### src/rtl/simplez_seq.sv
// Simplez control sequencer. Decodes the opcode and the current phase into the
// per-cycle microorders, and counts the instructions it retires.
module simplez_seq #(
  parameter int CNTW = 16
) (
  input  logic            clk,
  input  logic            rst,
  input  logic [2:0]      co,
  input  logic            ac_zero,
  input  logic            mem_ready,
  input  logic            run,
  output logic            lec,
  output logic            esc,
  output logic            era,
  output logic            eri,
  output logic            sri,
  output logic            scp,
  output logic            ecp,
  output logic            incp,
  output logic            eac,
  output logic            sac,
  output logic [1:0]      alu_op,
  output logic            stop,
  output logic [2:0]      state,
  output logic [CNTW-1:0] icount
);

  // state | meaning
  // I0    | fetch: read instruction into RI, bump CP when memory completes
  // I1    | decode: compute the operand address or finish a one-cycle op
  // O0    | operand access: LD/ADD read, ST write, wait on mem_ready
  // O1    | restore RA from CP for the next fetch
  // HLT   | halted, waiting for run
  typedef enum logic [2:0] {
    S_I0  = 3'd0,
    S_I1  = 3'd1,
    S_O0  = 3'd2,
    S_O1  = 3'd3,
    S_HLT = 3'd4
  } state_t;

  localparam logic [2:0] OP_ST   = 3'd0;
  localparam logic [2:0] OP_LD   = 3'd1;
  localparam logic [2:0] OP_ADD  = 3'd2;
  localparam logic [2:0] OP_BR   = 3'd3;
  localparam logic [2:0] OP_BZ   = 3'd4;
  localparam logic [2:0] OP_CLR  = 3'd5;
  localparam logic [2:0] OP_DEC  = 3'd6;

  state_t          state_q;
  state_t          state_d;
  logic            retire;
  logic [CNTW-1:0] cnt_q;

  always_ff @(posedge clk) begin
    if (rst) begin
      state_q <= S_I0;
      cnt_q   <= '0;
    end else begin
      state_q <= state_d;
      if (retire) cnt_q <= cnt_q + CNTW'(1);
    end
  end

  // Decode is gated by rst so every strobe is quiet for the whole reset cycle.
  always_comb begin
    state_d = state_q;
    retire  = 1'b0;
    lec     = 1'b0;
    esc     = 1'b0;
    era     = 1'b0;
    eri     = 1'b0;
    sri     = 1'b0;
    scp     = 1'b0;
    ecp     = 1'b0;
    incp    = 1'b0;
    eac     = 1'b0;
    sac     = 1'b0;
    alu_op  = 2'b00;
    stop    = 1'b0;
    if (!rst) begin
      case (state_q)
        S_I0: begin
          lec  = 1'b1;
          eri  = 1'b1;
          incp = mem_ready;
          if (mem_ready) state_d = S_I1;
        end
        S_I1: begin
          era = 1'b1;
          case (co)
            OP_ST, OP_LD, OP_ADD: begin
              sri     = 1'b1;
              state_d = S_O0;
            end
            OP_BR: begin
              sri     = 1'b1;
              ecp     = 1'b1;
              retire  = 1'b1;
              state_d = S_I0;
            end
            OP_BZ: begin
              sri     = ac_zero;
              ecp     = ac_zero;
              scp     = ~ac_zero;
              retire  = 1'b1;
              state_d = S_I0;
            end
            OP_CLR, OP_DEC: begin
              scp     = 1'b1;
              eac     = 1'b1;
              alu_op  = (co == OP_CLR) ? 2'b11 : 2'b10;
              retire  = 1'b1;
              state_d = S_I0;
            end
            default: begin
              scp     = 1'b1;
              retire  = 1'b1;
              state_d = S_HLT;
            end
          endcase
        end
        S_O0: begin
          case (co)
            OP_LD: begin
              lec = 1'b1;
              eac = mem_ready;
            end
            OP_ADD: begin
              lec    = 1'b1;
              eac    = mem_ready;
              alu_op = 2'b01;
            end
            OP_ST: begin
              sac = 1'b1;
              esc = 1'b1;
            end
            default: ;
          endcase
          if (mem_ready) state_d = S_O1;
        end
        S_O1: begin
          scp     = 1'b1;
          era     = 1'b1;
          retire  = 1'b1;
          state_d = S_I0;
        end
        S_HLT: begin
          stop = 1'b1;
          if (run) state_d = S_I0;
        end
        default: state_d = S_I0;
      endcase
    end
  end

  assign state  = rst ? 3'd0 : state_q;
  assign icount = rst ? '0 : cnt_q;

endmodule

### config.mk
export PLATFORM = sky130hd
export DESIGN_NAME = simplez_seq
export DESIGN_NICKNAME = d
export VERILOG_FILES = /design/src/rtl/simplez_seq.sv
export SDC_FILE = /design/constraint.sdc
export NUM_CORES = 1
export LEC_CHECK = 0
export BUFFER_PORTS_ARGS = -buffer_cell sky130_fd_sc_hd__buf_4
export CAP_MARGIN = 40
export CORE_UTILIZATION = 53
export DETAILED_ROUTE_END_ITERATION = 12
export MAX_ROUTING_LAYER = met4
export PLACE_DENSITY = 0.8
export SLEW_MARGIN = 10
export SYNTH_ARGS = -nofsm -noshare
export SYNTH_HDL_FRONTEND = slang
export SYNTH_SLANG_ARGS = --single-unit
### constraint.sdc
create_clock -name clk -period 5.7 [get_ports clk]
set_input_delay 1.14 -clock clk [delete_from_list [all_inputs] [get_ports clk]]
set_output_delay 1.14 -clock clk [all_outputs]
set_load 0.01 [all_outputs]
After elaboration in Yosys (flattened, before gate mapping)
Index checks and enable logic that the tools add are counted.
{ "op_classes": {"add_sub_neg": 1, "multipliers": 0, "div_mod_pow": 0, "n_lt_le_gt_ge": 0, "n_eq_ne": 13, "shifts": 0, "muxes": 42, "n_bitwise": 1, "n_reduce_logical": 9} }
{ "ops": {"columns": ["op", "count"], "rows": [
  ["$mux W1", 25],
  ["$add A16 B1 Y16 const B", 1],
  ["$mux W16", 1],
  ["$pmux W1 S2", 7],
  ["$eq A3 B2 Y1 const B", 4],
  ["$eq A3 B3 Y1 const B", 4],
  ["$mux W3", 4],
  ["$pmux W3 S4", 1],
  ["$reduce_or A4 Y1", 2],
  ["$eq A3 B1 Y1 const B", 2],
  ["$logic_not A3 Y1", 2],
  ["$ne A2 B2 Y1 const B", 3],
  ["$pmux W3 S2", 1],
  ["$reduce_or A2 Y1", 3],
  ["$mux W2", 2],
  ["$pmux W2 S2", 1],
  ["$reduce_and A3 Y1", 1],
  ["$reduce_or A3 Y1", 1],
  ["$not A1 Y1", 1]
]} }
{ "word_totals": {"reg_bits": 19, "latchBits": 0, "mem_bits_rw": 0, "mem_bits_ro": 0, "input_bits": 8, "n_memories": 0} }

Logic depth before layout (Yosys ltp)
{ "logic_depth": {"word_depth": 5, "mapped_depth": 5, "depth_no_buf": 5} }

Worst setup path before layout
OpenSTA, ideal clock, no wires.
{ "synth_path": {"path_type": "input port to output port", "start": "input port rst", "end": "output port incp", "arrival_ns": 1.979, "path_slack_ns": 2.581, "stages": 3, "n_path_buf": 0, "path_cell_list": "or2_2 nor3_1 and2_1"} }
{ "synth_via": {"elab_chain_len": 1} }
{ "synth_lines": {"columns": ["element", "line", "rtl"], "rows": [
  ["from (decl)", "7", "input logic rst,"],
  ["$mux W1", "81", "if (!rst) begin"],
  ["to (decl)", "19", "output logic incp,"]
]} }
No other way between the ends.

Worst setup path in the final report
{ "layout_path": {"start": "input port rst", "end": "output port scp"} }
{ "layout_via": {"elab_chain_len": 1} }
{ "layout_lines": {"columns": ["element", "line", "rtl"], "rows": [
  ["$mux W1", "81", null],
  ["to (decl)", "17", "output logic scp,"]
]} }
No other way between the ends.

==> metrics.csv <==
stage,metric,value,unit
status,status,finished clean,
min_path,worst hold path type,reg2reg,
worst_setup_path,CP Data Required Time,4.56,ns
sta,Final Skew,0.0113,ns
logic_synthesis,leading cell types by count after synthesis,"nor2_1 (27), dfxtp_1 (19), nor2b_1 (17), nand3_1 (8)",
global_route,GRT Total Usage,22.2,%
clock_network,Post-CTS Resized,0,
global_route,grt ovf,0,
worst_setup_path,RR Endpoint,cnt_q[9],
sta,fmax,290,MHz
finish,fillers,158,
min_path,hold_sp,cnt_q[14],
detailed_routing,wire per inst,12.1,um
power_and_ir_drop,PD cells,155,nW/um2
flow_run,Max Cap Viol,0,
logic_synthesis,largest area contributor in the netlist,dfxtp_1,
floorplan,core area,2060,um2
clock_network,CTS Root Cell,clkbuf_4,
worst_setup_path,peak fanout along the critical path,34,
sta,final worst path period share,60.6,%
clock_network,H-tree depth,1,
worst_setup_path,nature of the critical path endpoint,primary output,
sta,Final TNS setup,0,ns
logic_synthesis,Synth async-reset ratio,0,%
clock_network,CTS max path bufs,2,
floorplan,Die Y,49.9,um
logic_synthesis,Mean Syn Cell Area,8.38,um2
detailed_routing,Routed met2 length,1.30,mm
worst_setup_path,critical path class,in2out,
min_path,hold path depth,2,
sta,Final Setup Violations,0,
finish,share of post-route cells with drive strength above 1,30.9,%
detailed_routing,M1 wire length,1.13,mm
sta,min setup slack post-route,2.25,ns
detailed_routing,via count,1103,
sta,RSZ-0062 raised after global routing,no,
clock_network,clock sinks,19,
logic_synthesis,Yosys top cell area share,31.3,%
global_route,first-pass GRT wire length,4.24,mm
logic_synthesis,most area-consuming cells after synthesis,"dfxtp_1 (31%), nor2b_1 (8.8%), nor2_1 (8.3%)",
place,port bufs,39,
logic_synthesis,Gate Count Post-Synth,145,
finish,Layout Cells excl Fill,208,
sta,Final Hold Vio Count,0,
clock_network,Post-CTS Setup Inserts,0,
floorplan,initial core utilization,58.9,%
worst_setup_path,worst r2r path cells,4,
detailed_routing,DRT iter0 DRCs,24,
place,routability cong.,0.844,
power_and_ir_drop,static leakage,0.662,nW
worst_setup_path,cell mode on critical path,buf_4,
place,"worst slack, placed",2.24,ns
sta,Final Max Slew Viols,0,
detailed_routing,drt total wl,2.53,mm
detailed_routing,Vias/cell,5.30,
logic_synthesis,synth unique cells,40,
logic_synthesis,YS warnings,0,
global_route,vias in the first global route,1001,
logic_synthesis,number of synthesized register bits,19,
logic_synthesis,top-count cell post-synth,nor2_1,
clock_network,hold buffer count at cts,0,
global_route,pin count of the biggest net entering global routing,35,
detailed_routing,ANT nets after route,0,
min_path,Min-Delay Endpoint,cnt_q[15],
clock_network,CTS tree,done,
clock_network,TritonCTS buffer count,3,
sta,relative slew slack,55.4,%
worst_setup_path,R2R Path Start,state_q[0],
global_route,initial antenna violation count,0,
floorplan,# rows,16,
floorplan,die width,49.9,um
finish,Layout Nets,191,
place,Cells after DPL,204,
worst_setup_path,"Slowest-stage cell, CP",or3b_1,
place,hpwl dp,1.97,mm
worst_setup_path,critical path launch point type,primary input,
logic_synthesis,Post-Syn Nets,154,
sta,Worst Max-Slew Pin Slew,0.667,ns
worst_setup_path,R2R Setup Slk,3.61,ns
floorplan,Die ar.,2490,um2
logic_synthesis,number of flops mapped to enable cells by yosys,0,
logic_synthesis,leading register cell type out of synthesis,dfxtp_1,
logic_synthesis,Post-Syn Area,1210,um2
sta,"Min Clock Period, post-route",3.45,ns
worst_setup_path,CP Cell Sequence,"buf_4, or3b_1, nor2_1, buf_4",
floorplan,IO Pins,40,
finish,# diodes,0,
detailed_routing,# DRC,0,
detailed_routing,DR pass1 iterations,4,
clock_network,clock-pin slew on the worst setup and hold paths,0.10,ns
logic_synthesis,sequential share of the synthesized area,31.3,%
detailed_routing,met3 routed WL,83,um
worst_setup_path,CP arrival,2.31,ns
clock_network,clk_lat worst skew,0.30,ns
finish,area grow syn2layout,26.0,%
detailed_routing,uppermost routed layer,met4,
worst_setup_path,Crit path largest cell delay,0.62,ns
power_and_ir_drop,peak supply drop,0.156,mV
layout make-up:
class	count	area [um2]	share of cell area (%)
repair buffers	39	293	19.1
flip-flops and latches	19	380	24.9
clock buffers	3	22.5	1.47
clock inverters	1	5.00	0.327
multi-input cells	112	769	50.3
inverters	7	26.3	1.72
well taps	27	33.8	2.21
where the power goes:
part | internal, mW | switching (mW) | total [mW]
Sequential | 0.134 | 0.00182 | 0.136
Combinational | 0.0138 | 0.0191 | 0.0329
Clock | 0.0261 | 0.0422 | 0.0683
Total | 0.174 | 0.0632 | 0.237
cells in the final DEF (no fill, tap or decap), types with 3 or more instances in the layout:
cell	instances
a21oi_1	3
and2_1	3
and3_1	3
buf_4	39
clkbuf_4	3
dfxtp_1	19
inv_1	7
mux2_1	6
nand2_1	7
nand3_1	8
nor2_1	27
nor2b_1	17
nor3_1	4
nor4_4	3
xnor2_1	7
sequential cells by signal, indices dropped and copies added, names as in the netlist:
register,flops
state_q,3
cnt_q,16
worst max-delay path, delay by kind of cell:
family | cells | cell delay [ns]
AND/OR/NAND/NOR | 2 | 0.82
buffers and inverters | 2 | 0.35
routing by layer:
layer,up-vias,global-route usage [%]
li1,558,-
met1,521,26.1
met2,22,39.0
met3,2,4.63
met4,0,4.29
met5,-,-
kinds of logic after synthesis:
| family | share of synthesized area, % |
|---|---|
| and+or+nand+nor | 41.8 |
| DFF | 31.3 |
| buffers and inverters | 5.36 |
| AOI/OAI and AO/OA | 6.49 |
| muxes | 8.96 |
| xor gates and xnor gates | 5.05 |
| adders and majority gates | 1.03 |
how the worst max path moves through the flow:
stage | start | endpoint | slack, ns | cells past startpoint
final | rst | scp | 2.25 | 4
after global routing | rst | scp | 2.18 | 4
after CTS | rst | scp | 2.23 | 4
after detailed placement | rst | scp | 2.24 | 4
after global placement | rst | scp | 2.26 | 4
after floorplan | rst | incp | 2.58 | 3
per-stage QoR:
| step | utilization (%) | cell area (um2) | hold slack, ns | power [mW] |
|---|---|---|---|---|
| after detailed placement | 72.9 | 1500 | 0.489 | 0.172 |
| after global routing | 74.2 | 1530 | 0.537 | 0.249 |
| final | 74.2 | 1530 | 0.505 | 0.237 |
| after floorplan | - | 1210 | 0.464 | 0.159 |
| after CTS | 74.2 | 1530 | 0.505 | 0.239 |
| after global placement | 72.9 | 1500 | 0.473 | 0.171 |
Power figures use the tool's default switching activity.
